===== src/rtl/blink_monitor.sv =====
// blink_monitor: checks a 4-lane LED blink stream for half-period accuracy and lane agreement, then reports lock or fault.
// Latency: led_in is registered once, and status outputs are registered one cycle after the sampled edge.
// Backpressure: none. The monitor only observes. Defining BLINK_MON_STICKY_EN makes FAULT exit only through rst_n.
module blink_monitor #(
    parameter logic [27:0] HALF_PERIOD = 28'd134217728,
    parameter logic [27:0] TOL         = 28'd16,
    parameter int unsigned LOCK_COUNT  = 4
) (
    input  logic        clk,
    input  logic        rst_n,
    input  logic [3:0]  led_in,
    input  logic        clr,
    output logic        locked,
    output logic        fault,
    output logic [1:0]  err_code,
    output logic [27:0] last_len,
    output logic [15:0] edge_cnt
);

    localparam int GW = (LOCK_COUNT < 2) ? 1 : $clog2(LOCK_COUNT + 1);

    localparam logic [27:0] HP_MAX = 28'hFFFFFFF;
    // Bounds are one bit wider so that HALF_PERIOD+TOL cannot wrap.
    localparam logic [28:0] LEN_LO = (HALF_PERIOD > TOL) ? {1'b0, HALF_PERIOD - TOL} : 29'd0;
    localparam logic [28:0] LEN_HI = {1'b0, HALF_PERIOD} + {1'b0, TOL};

    localparam logic [1:0] ERR_NONE  = 2'b00;
    localparam logic [1:0] ERR_SHORT = 2'b01;
    localparam logic [1:0] ERR_LONG  = 2'b10;
    localparam logic [1:0] ERR_LANE  = 2'b11;

    typedef enum logic [1:0] {
        IDLE    = 2'd0,
        MEASURE = 2'd1,
        LOCKED  = 2'd2,
        FAULT   = 2'd3
    } state_t;

    state_t          state;
    logic [3:0]      led_s;
    logic            led_prev;
    logic [27:0]     hp_cnt;
    logic [GW-1:0]   good_cnt;

    logic            edge_det;
    logic            lane_err;
    logic [28:0]     meas_len;
    logic            too_short;
    logic            too_long;
    logic            lock_hit;

    always_comb begin
        edge_det  = led_s[0] ^ led_prev;
        lane_err  = (led_s != 4'h0) && (led_s != 4'hF);
        meas_len  = {1'b0, hp_cnt} + 29'd1;
        too_short = edge_det && (meas_len < LEN_LO);
        // The same test covers a late edge and a missing edge.
        too_long  = meas_len > LEN_HI;
        lock_hit  = (32'(good_cnt) + 32'd1) >= LOCK_COUNT;
    end

    always_ff @(posedge clk) begin
        if (!rst_n) begin
            state    <= IDLE;
            locked   <= 1'b0;
            fault    <= 1'b0;
            err_code <= ERR_NONE;
            last_len <= '0;
            edge_cnt <= '0;
            hp_cnt   <= '0;
            good_cnt <= '0;
            led_s    <= '0;
            led_prev <= 1'b0;
        end else begin
            led_s    <= led_in;
            led_prev <= led_s[0];

            if (edge_det) begin
                hp_cnt   <= '0;
                last_len <= meas_len[28] ? HP_MAX : meas_len[27:0];
                edge_cnt <= edge_cnt + 16'd1;
            end else if (hp_cnt != HP_MAX) begin
                hp_cnt <= hp_cnt + 28'd1;
            end

            case (state)
                IDLE: begin
                    if (lane_err) begin
                        state    <= FAULT;
                        fault    <= 1'b1;
                        err_code <= ERR_LANE;
                    end else if (edge_det) begin
                        state    <= MEASURE;
                        good_cnt <= '0;
                    end
                end
                MEASURE, LOCKED: begin
                    if (lane_err) begin
                        state    <= FAULT;
                        locked   <= 1'b0;
                        fault    <= 1'b1;
                        err_code <= ERR_LANE;
                    end else if (too_short) begin
                        state    <= FAULT;
                        locked   <= 1'b0;
                        fault    <= 1'b1;
                        err_code <= ERR_SHORT;
                    end else if (too_long) begin
                        state    <= FAULT;
                        locked   <= 1'b0;
                        fault    <= 1'b1;
                        err_code <= ERR_LONG;
                    end else if (edge_det && state == MEASURE) begin
                        good_cnt <= good_cnt + GW'(1);
                        if (lock_hit) begin
                            state  <= LOCKED;
                            locked <= 1'b1;
                        end
                    end
                end
                FAULT: begin
`ifdef BLINK_MON_STICKY_EN
                    // Only rst_n can leave FAULT, so clr has no effect here.
`else
                    if (clr) begin
                        state    <= IDLE;
                        fault    <= 1'b0;
                        err_code <= ERR_NONE;
                        good_cnt <= '0;
                    end
`endif
                end
                default: begin
                    state <= IDLE;
                end
            endcase
        end
    end

endmodule


===== config.mk =====
export PLATFORM = sky130hd
export DESIGN_NAME = blink_monitor
export DESIGN_NICKNAME = d
export VERILOG_FILES = /design/src/rtl/blink_monitor.sv
export SDC_FILE = /design/constraint.sdc
export NUM_CORES = 1
export LEC_CHECK = 0
export CAP_MARGIN = 25
export CORE_ASPECT_RATIO = 1.2
export CORE_MARGIN = 5
export CORE_UTILIZATION = 40
export CTS_CLUSTER_SIZE = 10
export DETAILED_ROUTE_END_ITERATION = 10
export GPL_TIMING_DRIVEN = 0
export PLACE_DENSITY = 0.65
export SYNTH_ARGS = -nofsm -noshare
export SYNTH_HDL_FRONTEND = slang
export SYNTH_SLANG_ARGS = --single-unit
export TNS_END_PERCENT = 50

===== constraint.sdc =====
create_clock -name clk -period 2.9 [get_ports clk]
set_input_delay 0.435 -clock clk [delete_from_list [all_inputs] [get_ports clk]]
set_output_delay 0.435 -clock clk [all_outputs]
set_load 0.02 [all_outputs]

# Word-level counts from Yosys, hierarchy flattened
# Index checks and enable logic that the tools add are counted.
# op_classes
order_cmp	3
bitwise	2
n_addsub	5
n_eq_ne	17
reduce_logical	13
muxes	34
# op_table
operator	count
adder 28 x 1 -> 29 bit, second input constant	1
> comparator 29 x 28 -> 1 bit, second input constant	1
less-than comparator 29 x 27 -> 1 bit, second input constant	1
adder 28 x 1 -> 28 bit, second input constant	1
2-to-1 mux 28 bit	1
!= test 28 bit, second input constant	1
2-to-1 mux 2 bit	12
2-to-1 mux 3 bit	7
adder 16 x 1 -> 16 bit, second input constant	1
!= test 2 bit, second input constant	8
one-hot mux 2 bit (3 select lines)	2
nonzero test 4 bit	3
2-to-1 mux 1 bit	10
!= test 5 bit, second input constant	2
one-hot mux 3 bit (3 select lines)	1
!= test 4 bit, second input constant	2
AND reduction 7 bit	1
AND reduction 3 bit	2
adder 3 x 1 -> 4 bit, second input constant	1
equality test 2 bit, second input constant	2
greater-or-equal comparator 4 x 3 -> 1 bit, second input constant	1
AND reduction 4 bit	1
OR reduction 2 bit	2
adder 3 x 1 -> 3 bit, second input constant	1
7 further kinds	9
# word_totals
wordCells	84
in_bits	7
reg_bits	86

# Depth between registers and ports, before layout
# logic_depth
ltp_word	8
mapped_depth	12
ltp_nobuf	10

# Least setup slack after synthesis
# Ideal clock, no wire load.
# synth_timing
kind	reg-to-reg
from	reg hp_cnt[1]
to	reg good_cnt[2]
setup_time_ps	120
stages_incl_launch_ff	13
arrival_ps	2816
slack_ps	-36
cell_sequence	dfxtp_1 -> ha_1 -> buf_2 -> and3_1 -> buf_2 -> nand2_2 -> o31ai_1 -> and2_1 -> nand4_1 -> or4_1 -> a21o_1 -> and3_4 -> o31a_1
# synth_between
elab_chain_len	5
elab_cells_between_ends	7
classes_between	1 x add/sub; 2 x order compare; 2 x eq/ne; 2 x reduce/logical
# synth_lines
item	line	text
start, declared	42	logic [27:0] hp_cnt;
start signal, assigned	83	hp_cnt <= hp_cnt + 28'd1;
adder 28 x 1 -> 29 bit *	55	meas_len = {1'b0, hp_cnt} + 29'd1;
less-than comparator 29 x 27 -> 1 bit	56	too_short = edge_det && (meas_len < LEN_LO);
logical AND 1 bit	56	
!= test 2 bit (no source line)	--	
AND reduction 7 bit (no source line) *	--	
end signal, assigned	114	good_cnt <= good_cnt + GW'(1);
end, declared	43	logic [GW-1:0] good_cnt;
# Mark *: on every way between the ends. The rest lies on a longest branch, timed or not.
# A chain may end at the register's enable or synchronous reset.

# Worst setup path in the final report
# layout_timing
from	reg hp_cnt[2]
to	reg good_cnt[2]
# The elaborated chain is that of the path after synthesis.

==> results_tabular.tex <==
\begin{tabular}{lr}
\hline
Metric & Value \\
\hline
\multicolumn{2}{l}{\textbf{GRT}} \\
\quad Vias in the first global route & 4,063 \\
\quad First-pass GRT wire length & 20,300 µm \\
\quad Number of antenna violations at the first check in global routing & 0 \\
\quad Pin count of the biggest net entering global routing & 16 \\
\quad Total grt overflow & 0 \\
\quad Gr usage total & 18.8\% \\
\multicolumn{2}{l}{\textbf{Yosys}} \\
\quad Yosys warning count & 0 \\
\quad Yosys reg bits & 86 \\
\quad Leading register cell type out of synthesis & dfxtp\_1 \\
\quad Synthesized net count & 550 \\
\quad Proportion of synthesized chip area in sequential cells & 39.3\% \\
\quad Cell area after synthesis & 0.00438 mm² \\
\quad Ys async rst share & 0\% \\
\quad Count of flip-flops with a built-in enable after synthesis & 0 \\
\quad Mean instance size in the synthesized netlist & 8.15 µm² \\
\quad Synth unique cells & 64 \\
\quad Cell count after synthesis & 537 \\
\multicolumn{2}{l}{\textbf{STA}} \\
\quad Maximum clock frequency & 0.356 GHz \\
\quad Final clock skew & 8.57 ps \\
\quad Slew headroom & 49.2\% \\
\quad Setup repair after global routing missed its margin & true \\
\quad Final TNS setup & 0 ps \\
\quad Setup Viol. Count Final & 0 \\
\quad Hold Fails Final Rpt & 0 \\
\quad Worst slew pin tran & 760 ps \\
\quad Max-slew violation count & 0 \\
\quad Share of the cycle needed by the critical path after routing & 96.9\% \\
\quad Final hold slack & 456 ps \\
\quad Shortest clock period the worst path allows after layout & 2810 ps \\
\multicolumn{2}{l}{\textbf{Worst setup path}} \\
\quad Critical-path top delay cell & or4\_1 \\
\quad Worst endpoint data arrival time & 3050 ps \\
\quad Category of the worst setup path capture point & register \\
\quad Most Frequent Cell on Critical Path & buf\_6 \\
\quad Worst stage delay on the critical path & 510 ps \\
\quad Critical path launch point type & register \\
\quad FF-to-FF path depth & 11 \\
\quad Crit path to & good\_cnt[2] \\
\quad Category of the critical setup timing path & register to register \\
\quad RR Startpoint & hp\_cnt[2] \\
\quad CP required & 3140 ps \\
\quad CP bufs+invs & 2 \\
\quad Kind of cell adding the most delay to the critical path & simple AND/OR/NAND/NOR gates \\
\quad Register-to-register path setup slack & 90 ps \\
\quad Capture instance of the worst register-to-register path & good\_cnt[2] \\
\quad Beginning of the critical path & hp\_cnt[2] \\
\quad Crit path depth & 11 \\
\quad Maximum net fanout on the critical path & 10 \\
\quad Cell-by-cell trace of the critical path & buf\_6 > and4\_1 > buf\_6 > nand2\_8 > nor4\_4 > mux2i\_4 > nand2b\_4 > or4\_1 > a21o\_1 > and3\_4 > o31a\_1 \\
\multicolumn{2}{l}{\textbf{Route}} \\
\quad Detailed-route wire length per cell & 17.2 µm \\
\quad Antenna-violating nets left & 0 \\
\quad Via count & 4,356 \\
\quad Count of TritonRoute iterations in the first routing pass & 5 \\
\quad Total Wirelength & 13,100 µm \\
\quad DRC violations left & 0 \\
\quad Iteration-0 DRC count of the detailed router & 253 \\
\quad Via density per instance & 5.72 \\
\multicolumn{2}{l}{\textbf{Power}} \\
\quad Pwr per Cell Area & 513 mW/mm² \\
\quad Leakage power summed over all cells & 2.20 nW \\
\quad Total power consumption of the routed design & 0.00305 W \\
\quad Max VDD drop & 0.243 mV \\
\multicolumn{2}{l}{\textbf{Clocking}} \\
\quad Cell at the root of the clock tree & clkbuf\_16 \\
\quad Clock-pin slew reported for the worst setup and hold paths after clock tree synthesis & 70 ps \\
\quad Insertion delay of the later-clocked pin in the worst-skew pair & 350 ps \\
\quad Number of sinks on the clock net & 86 \\
\quad CTS buffer count & 9 \\
\quad Number of H-tree levels & 3 \\
\quad TritonCTS clock tree & built \\
\quad Number of buffers added to fix hold violations after cts & 0 \\
\quad Buffers from clock root to sink, at most & 2 \\
\multicolumn{2}{l}{\textbf{Flow run}} \\
\quad Max-cap violations & 0 \\
\multicolumn{2}{l}{\textbf{Finish}} \\
\quad Final core utilization & 56.0\% \\
\quad Final standard cell area without fillers & 0.00595 mm² \\
\quad N\_diodes & 0 \\
\quad Area Growth Syn to Fin & 35.9\% \\
\quad Number of nets in the finished design & 640 \\
\quad Share of final-layout standard cells stronger than drive strength 1 & 19.0\% \\
\multicolumn{2}{l}{\textbf{Placement}} \\
\quad Cell Area, Placed & 0.00508 mm² \\
\quad Detailed placement HPWL & 9020 µm \\
\quad \# port buffers & 54 \\
\quad Final weighted congestion of routability-driven global placement & 0.899 \\
\multicolumn{2}{l}{\textbf{Die}} \\
\quad Die width & 106 µm \\
\quad Site Rows & 41 \\
\quad I/O pin total & 55 \\
\quad Die span in y & 125 µm \\
\quad Placeable Area & 0.0106 mm² \\
\quad Total Die Area & 0.0131 mm² \\
\quad Initial standard-cell utilization of the core & 41.2\% \\
\multicolumn{2}{l}{\textbf{Status}} \\
\quad Run status & completed \\
\multicolumn{2}{l}{\textbf{Min path}} \\
\quad Min-delay worst type & register to register \\
\quad Hold path start & fault \\
\hline
\end{tabular}
[stage by stage]
step	setup WS, ps	cells
final	89.6	761
after global routing	-28.7	761
after detailed placement	-561	720
after CTS	-10.1	748
after floorplan	30.3	537
after global placement	-591	720
[metal layers]
layer	part of all wire [%]	GRT usage, %	wire length [µm]	vias to the layer above
li1	-	-	-	2090
met1	43	22.7	5590	2070
met2	48	32.3	6360	153
met3	4.7	3.32	620	43
met4	4.1	8.46	544	0
met5	0	0	0	-
[flip-flops by register name (all words and copies together), names as in the netlist]
register,count
hp_cnt,28
fault,1
locked,1
state,2
edge_cnt,16
err_code,2
led_s,4
led_prev,1
last_len,28
good_cnt,3
[worst min-delay path by stage]
stage	cells after the start	end	slack (ps)
finish	2	fault	460
global route	2	fault	470
CTS	2	fault	460
detailed placement	2	fault	450
global placement	2	fault	440
floorplan	2	hp_cnt[1]	470
[worst min-delay path: stages (launching register included)]
cell	delay, ps
dfxtp_1	310
nand2_1	50
mux2i_1	50
[cells in the final DEF (no fill, tap or decap), types with 4 or more instances in the layout]
master | Yosys | layout
buf_6 | 0 | 7
xor2_1 | 25 | 23
and3_1 | 7 | 7
a31oi_1 | 6 | 5
a21boi_0 | 4 | 4
clkdlybuf4s50_1 | 0 | 54
a211oi_1 | 18 | 17
and2_1 | 9 | 7
a21oi_1 | 22 | 20
nand3_1 | 27 | 23
clkbuf_16 | 0 | 9
nand4_1 | 15 | 15
xnor2_1 | 17 | 16
nor3_1 | 11 | 9
nand2_1 | 40 | 40
dfxtp_2 | 0 | 5
inv_1 | 10 | 10
ha_1 | 6 | 5
clkbuf_1 | 25 | 18
dfxtp_1 | 86 | 79
nor2_1 | 99 | 97
o21ai_0 | 12 | 9
a311oi_1 | 11 | 10
buf_4 | 3 | 34
[cell type report]
cell class              count  area [µm²]
fillers                   957        4670
multi-input cells         400        2740
flip-flops and latches     86        1740
repair buffers             86         791
clock buffers              10         239
plain buffers              34         205
well taps                 129         161
clock inverters             6        43.8
inverters                  10        37.5
[power by group]
part / internal [W] / total, W / leakage (nW) / switching (W)
clock network: 0.000609 / 0.00111 / 0.139 / 0.000505
registers: 0.00126 / 0.00130 / 0.705 / 0.0000460
logic: 0.000263 / 0.000638 / 1.35 / 0.000375
total: 0.00213 / 0.00305 / 2.20 / 0.000925
[logic make-up (layout without fill, tap and decap cells)]
| group | after synthesis | after routing | share of synthesized area, % |
|---|---|---|---|
| multiplexers | 4 | 4 | 1.00 |
| buffers and inverters | 51 | 146 | 4.97 |
| adder cells (fa/ha/maj) | 6 | 6 | 1.71 |
| AND/OR/NAND/NOR | 249 | 249 | 28.8 |
| flip-flops | 86 | 86 | 39.3 |
| XOR/XNOR | 42 | 42 | 8.40 |
| AO/OA/AOI/OAI | 99 | 99 | 15.8 |
[synthesized netlist by cell type (4+ instances only)]
cell type / instances / share of area [%]
nor2_1: 99 / 8.5
dfxtp_1: 86 / 39
nand2_1: 40 / 3.4
nand3_1: 27 / 3.1
clkbuf_1: 25 / 2.1
xor2_1: 25 / 5.0
a21oi_1: 22 / 2.5
a211oi_1: 18 / 3.1
xnor2_1: 17 / 3.4
nand4_1: 15 / 2.1
o21ai_0: 12 / 1.4
a311oi_1: 11 / 2.2
buf_2: 11 / 1.3
nor3_1: 11 / 1.3
inv_1: 10 / 0.86
and2_1: 9 / 1.3
and3_1: 7 / 1.0
a31oi_1: 6 / 0.86
ha_1: 6 / 1.7
nor4_1: 5 / 0.71
a21boi_0: 4 / 0.69
nand2b_1: 4 / 0.57
nor3b_1: 4 / 0.69
o2111ai_1: 4 / 0.80
o31ai_1: 4 / 0.69
[what timing repair did]
action,4_1_cts,5_1_grt
gates resized for setup,41,44
setup endpoints to repair,27,9
cloned,0,1
endpoints found under the hold margin,0,0
buffers inserted,16,16
pin swaps,17,25
Power figures use the tool's default switching activity.
==> variant 1: new RTL, same flow settings <==
Add a define of `BLINK_MON_STICKY_EN`.
--- a/src/rtl/blink_monitor.sv
+++ b/src/rtl/blink_monitor.sv
@@ -1,6 +1,8 @@
 // blink_monitor: checks a 4-lane LED blink stream for half-period accuracy and lane agreement, then reports lock or fault.
 // Latency: led_in is registered once, and status outputs are registered one cycle after the sampled edge.
 // Backpressure: none. The monitor only observes. Defining BLINK_MON_STICKY_EN makes FAULT exit only through rst_n.
+`define BLINK_MON_STICKY_EN
+
 module blink_monitor #(
     parameter logic [27:0] HALF_PERIOD = 28'd134217728,
     parameter logic [27:0] TOL         = 28'd16,
Function: changed (a bounded check fails within 4 cycles, from zero or initial values and one cycle with rst_n low).
==> variant 1 against the unedited design <==
  * Cell area is 11% lower
  * First-iteration DRC count is 23% lower
  * Via count is 13% lower
  * Worst hold slack better by 0.023 ns
  * Routed wire length is 15% lower
  * Cell count is 8.4% lower
  * Setup slack worse by 0.0015 ns
  * Sequential cell count stayed put
  * Non-clock buffer count is 22 lower
  * Combinational power is 4.4% lower
  * Maximum frequency hardly changed
  * Synthesized area is 6.5% lower
  * Total power is 5.4% higher
  * Largest power group unchanged
==> variant 1: results <==
yosys:
  synth.area.top_cells: "dfxtp_1 42%, nor2_1 8.2%, xor2_1 4.7%"
  syn_inst: 490
  synth_common_cells: "89 x nor2_1, 86 x dfxtp_1, 34 x nand2_1"
  synth_nets: 503
  synth-seq-area-share_pct: 42.1
  synth.distinct_cells: 48
route:
  route.detailed.wl_per_inst_um: 16.0
  drt_iter0_markers: 195
  wl_met3_um: 473
  met1_length_um: 4890
  vias: 3809
worst_setup_path:
  critical_path.max_stage_delay_ns: 0.62
  arrival_ns: 3.03
  cpMaxStageDelayCell: "or4b_2"
  worstReg2RegStart: "hp_cnt[1]"
cells_and_area:
  signal_buffers: 98
  num-multi-input-gates: 363
  design.seq.count: 86
  drive_gt1_share_pct: 12.1
  multi_input_area_share_pct: 43.2
  nNonClkInverters: 8
  buf_share_pct: 14.3
min_path:
  holdPathEnd: "err_code[0]"
  min-delay-start: "err_code[0]"
global_route:
  met3_usage_pct: 4.15
  grt_util_met2_pct: 32.2
  grt_pass1_vias: 3630
  grt_pass1_wl_um: 18400
  use_met1_pct: 23.4
power_and_ir_drop:
  cellInternalPower_uw: 2300
  leakagePower_uw: 0.00191
placement:
  place_ws_ns: -0.459
  portBuffers: 52
  routabilityCongestion: 0.913
  dp_cells: 668
  dpl.hpwl_um: 7970
cts:
  postCtsSetupBuffers: 4
status:
  status: "finished clean"
timing:
  setup_slack_ns: 0.0881
## variant 1: logic make-up after synthesis
logic type / count (synthesis) / share of synthesized area (%)
simple gates: 231 / 28.1
flops: 86 / 42.1
compound gates: 80 / 13.9
xor+xnor: 43 / 9.20
buf+inv: 41 / 4.10
fa+ha+maj: 6 / 1.83
mux: 3 / 0.765
## variant 1: power by group through the flow
stage / Sequential (uW) / Clock (uW) / Combinational, uW
after floorplan: 1400 / 0 / 323
after global placement: 1340 / 0 / 575
after detailed placement: 1340 / 0 / 591
after CTS: 1320 / 1310 / 599
after global routing: 1330 / 1360 / 670
final: 1320 / 1290 / 610
## variant 1: worst register-to-register path: cells and delay by family (launching register included)
family          cells  cell delay [ns]
simple gates        4             1.21
compound gates      4             0.85
flops               1             0.37
fa+ha+maj           1             0.26
## variant 1: per-stage QoR
stage	power, uW	instance area (sq um)
4_1_cts	3220	5160
6_report	3220	5310
3_5_place_dp	1930	4770
5_1_grt	3360	5310
2_1_floorplan	1720	4090
3_3_place_gp	1910	4770
==> variant 2: new RTL, same flow settings <==
Without the edit above. Make the reset (`rst_n`) asynchronous in one clocked block.
--- a/src/rtl/blink_monitor.sv
+++ b/src/rtl/blink_monitor.sv
@@ -59,7 +59,7 @@
         lock_hit  = (32'(good_cnt) + 32'd1) >= LOCK_COUNT;
     end
 
-    always_ff @(posedge clk) begin
+    always_ff @(posedge clk or negedge rst_n) begin
         if (!rst_n) begin
             state    <= IDLE;
             locked   <= 1'b0;
Behaviour: differs if rst_n is asserted again (counterexample within 4 cycles, from zero or initial values and one cycle with rst_n low); with rst_n held inactive, the same outputs for 10 cycles.
==> variant 2 against the unedited design <==
  * The run now ends with negative setup slack left
  * Cell area is 3.0% higher
  * Combinational power is 54% higher
  * First-iteration DRC count is 15% higher
  * Synthesized area is 6.7% higher
  * Maximum frequency is 9.7% lower
  * Sequential cell count stayed put
  * Total power is 16% higher
  * Critical path type unchanged
  * Setup slack worse by 0.30 ns
  * Routed wire length is 2.5% higher
  * Sequential power is 13% higher
==> variant 2: results <==
global_route:
  grt_pass1_wl_um: 22000
  grt_max_degree: 64
  track_usage_pct: 20.0
  antenna_found_initial: 0
min_path:
  holdPathEnd: "last_len[24]"
  hold_depth: 2
  min-delay-start: "last_len[24]"
route:
  drt_iter0_markers: 291
  totalWireLength_um: 13400
  vias: 4241
yosys:
  synth-xor-area-share_pct: 6.56
  synth-seq-area-share_pct: 46.1
  synth.area.top_cells: "dfrtp_1 46%, nor2_1 5.9%, a21oi_1 4.3%"
  synth.distinct_cells: 62
  synth_fa_ha_area_share_pct: 1.61
  synthMuxAreaShare_pct: 1.34
  synth_compound_area_share_pct: 14.4
  ys_async_sr_fraction_pct: 100
  synth_nets: 527
  synth_area_per_cell_sq_um: 9.09
  synth_common_cells: "86 x dfrtp_1, 73 x nor2_1, 47 x nand2_1"
timing:
  setup_slack_ns: -0.213
  slew_headroom_pct: 54.1
  finalSetupTns_ns: -1.22
  final-setup-viol-count: 9
  holdWs_ns: 0.482
  skew_ns: 0.00489
cells_and_area:
  fin_nets: 614
  fin_cells: 763
  nFillCells: 1069
  drive_gt1_share_pct: 16.0
cts:
  cts_made_buffers: 9
  cts_htree_levels: 3
placement:
  routabilityCongestion: 0.897
  dp_cells: 726
  place_ws_ns: -0.662
  portBuffers: 54
  dpl.hpwl_um: 9740
  placed_cell_area_sq_mm: 0.00548
worst_setup_path:
  rr_endpoint: "err_code[0]"
  arrival_ns: 3.34
  crit_fanout: 6
  worstReg2RegStart: "hp_cnt[3]"
status:
  violations: "negative setup slack"
  status: "finished with violations"
power_and_ir_drop:
  peakVddDrop_mv: 0.384
  leakagePower_uw: 0.00259
variant 2: changes by cell type in the layout (fill, tap and decap cells not counted), moves of 15 or more:
cell	delta
dfrtp_1	+81
a21oi_1	+20
a211oi_1	-15
dfxtp_1	-79
nor2_1	-25
variant 2: critical path, stage by stage, from the launching register on:
cell	delay [ns]
dfrtp_1	0.34
buf_6	0.11
and4_1	0.20
clkbuf_8	0.15
and4_1	0.19
o21ai_1	0.07
a2111o_1	0.45
a2111o_1	0.44
or4b_4	0.55
nand3_4	0.11
nor3_2	0.06
a221o_1	0.32
variant 2: where the power goes:
part | leakage (uW) | internal (uW) | total, uW | switching (uW)
Combinational | 0.00135 | 426 | 982 | 556
Clock | 0.000129 | 585 | 1080 | 497
Sequential | 0.00111 | 1340 | 1470 | 137
Total | 0.00259 | 2350 | 3540 | 1190
variant 2: routing by layer:
metal  vias up  track usage, %  part of all wire, %
met5         -               0                    0
met4         0            7.73                  2.3
met3        21            3.11                  3.6
met1      2096            26.9                   45
li1       2024               -                    -
met2       100            32.4                   49
variant 2: logic make-up after synthesis:
logic type | after synthesis
mux | 6
xor+xnor | 35
compound gates | 105
buf+inv | 43
flops | 86
simple gates | 233
fa+ha+maj | 6
variant 2: area by class of cell:
type,instances,area [sq um],area share (%)
buffer,34,220,3.59
clock buffer,10,229,3.74
clock inverter,6,46.3,0.756
inverter,7,26.3,0.429
multi-input combinational,385,2510,40.9
sequential,86,2160,35.2
tap,157,196,3.21
timing repair buffer,78,744,12.2
variant 2: repair_timing:
item / 4_1_cts / 5_1_grt
pin swaps: 17 / 13
hold buffers: 1 / 0
endpoints found under the hold margin: 1 / 0
resized for setup: 28 / 16
endpoints found under the setup margin: 9 / 9
buffers inserted: 15 / 7
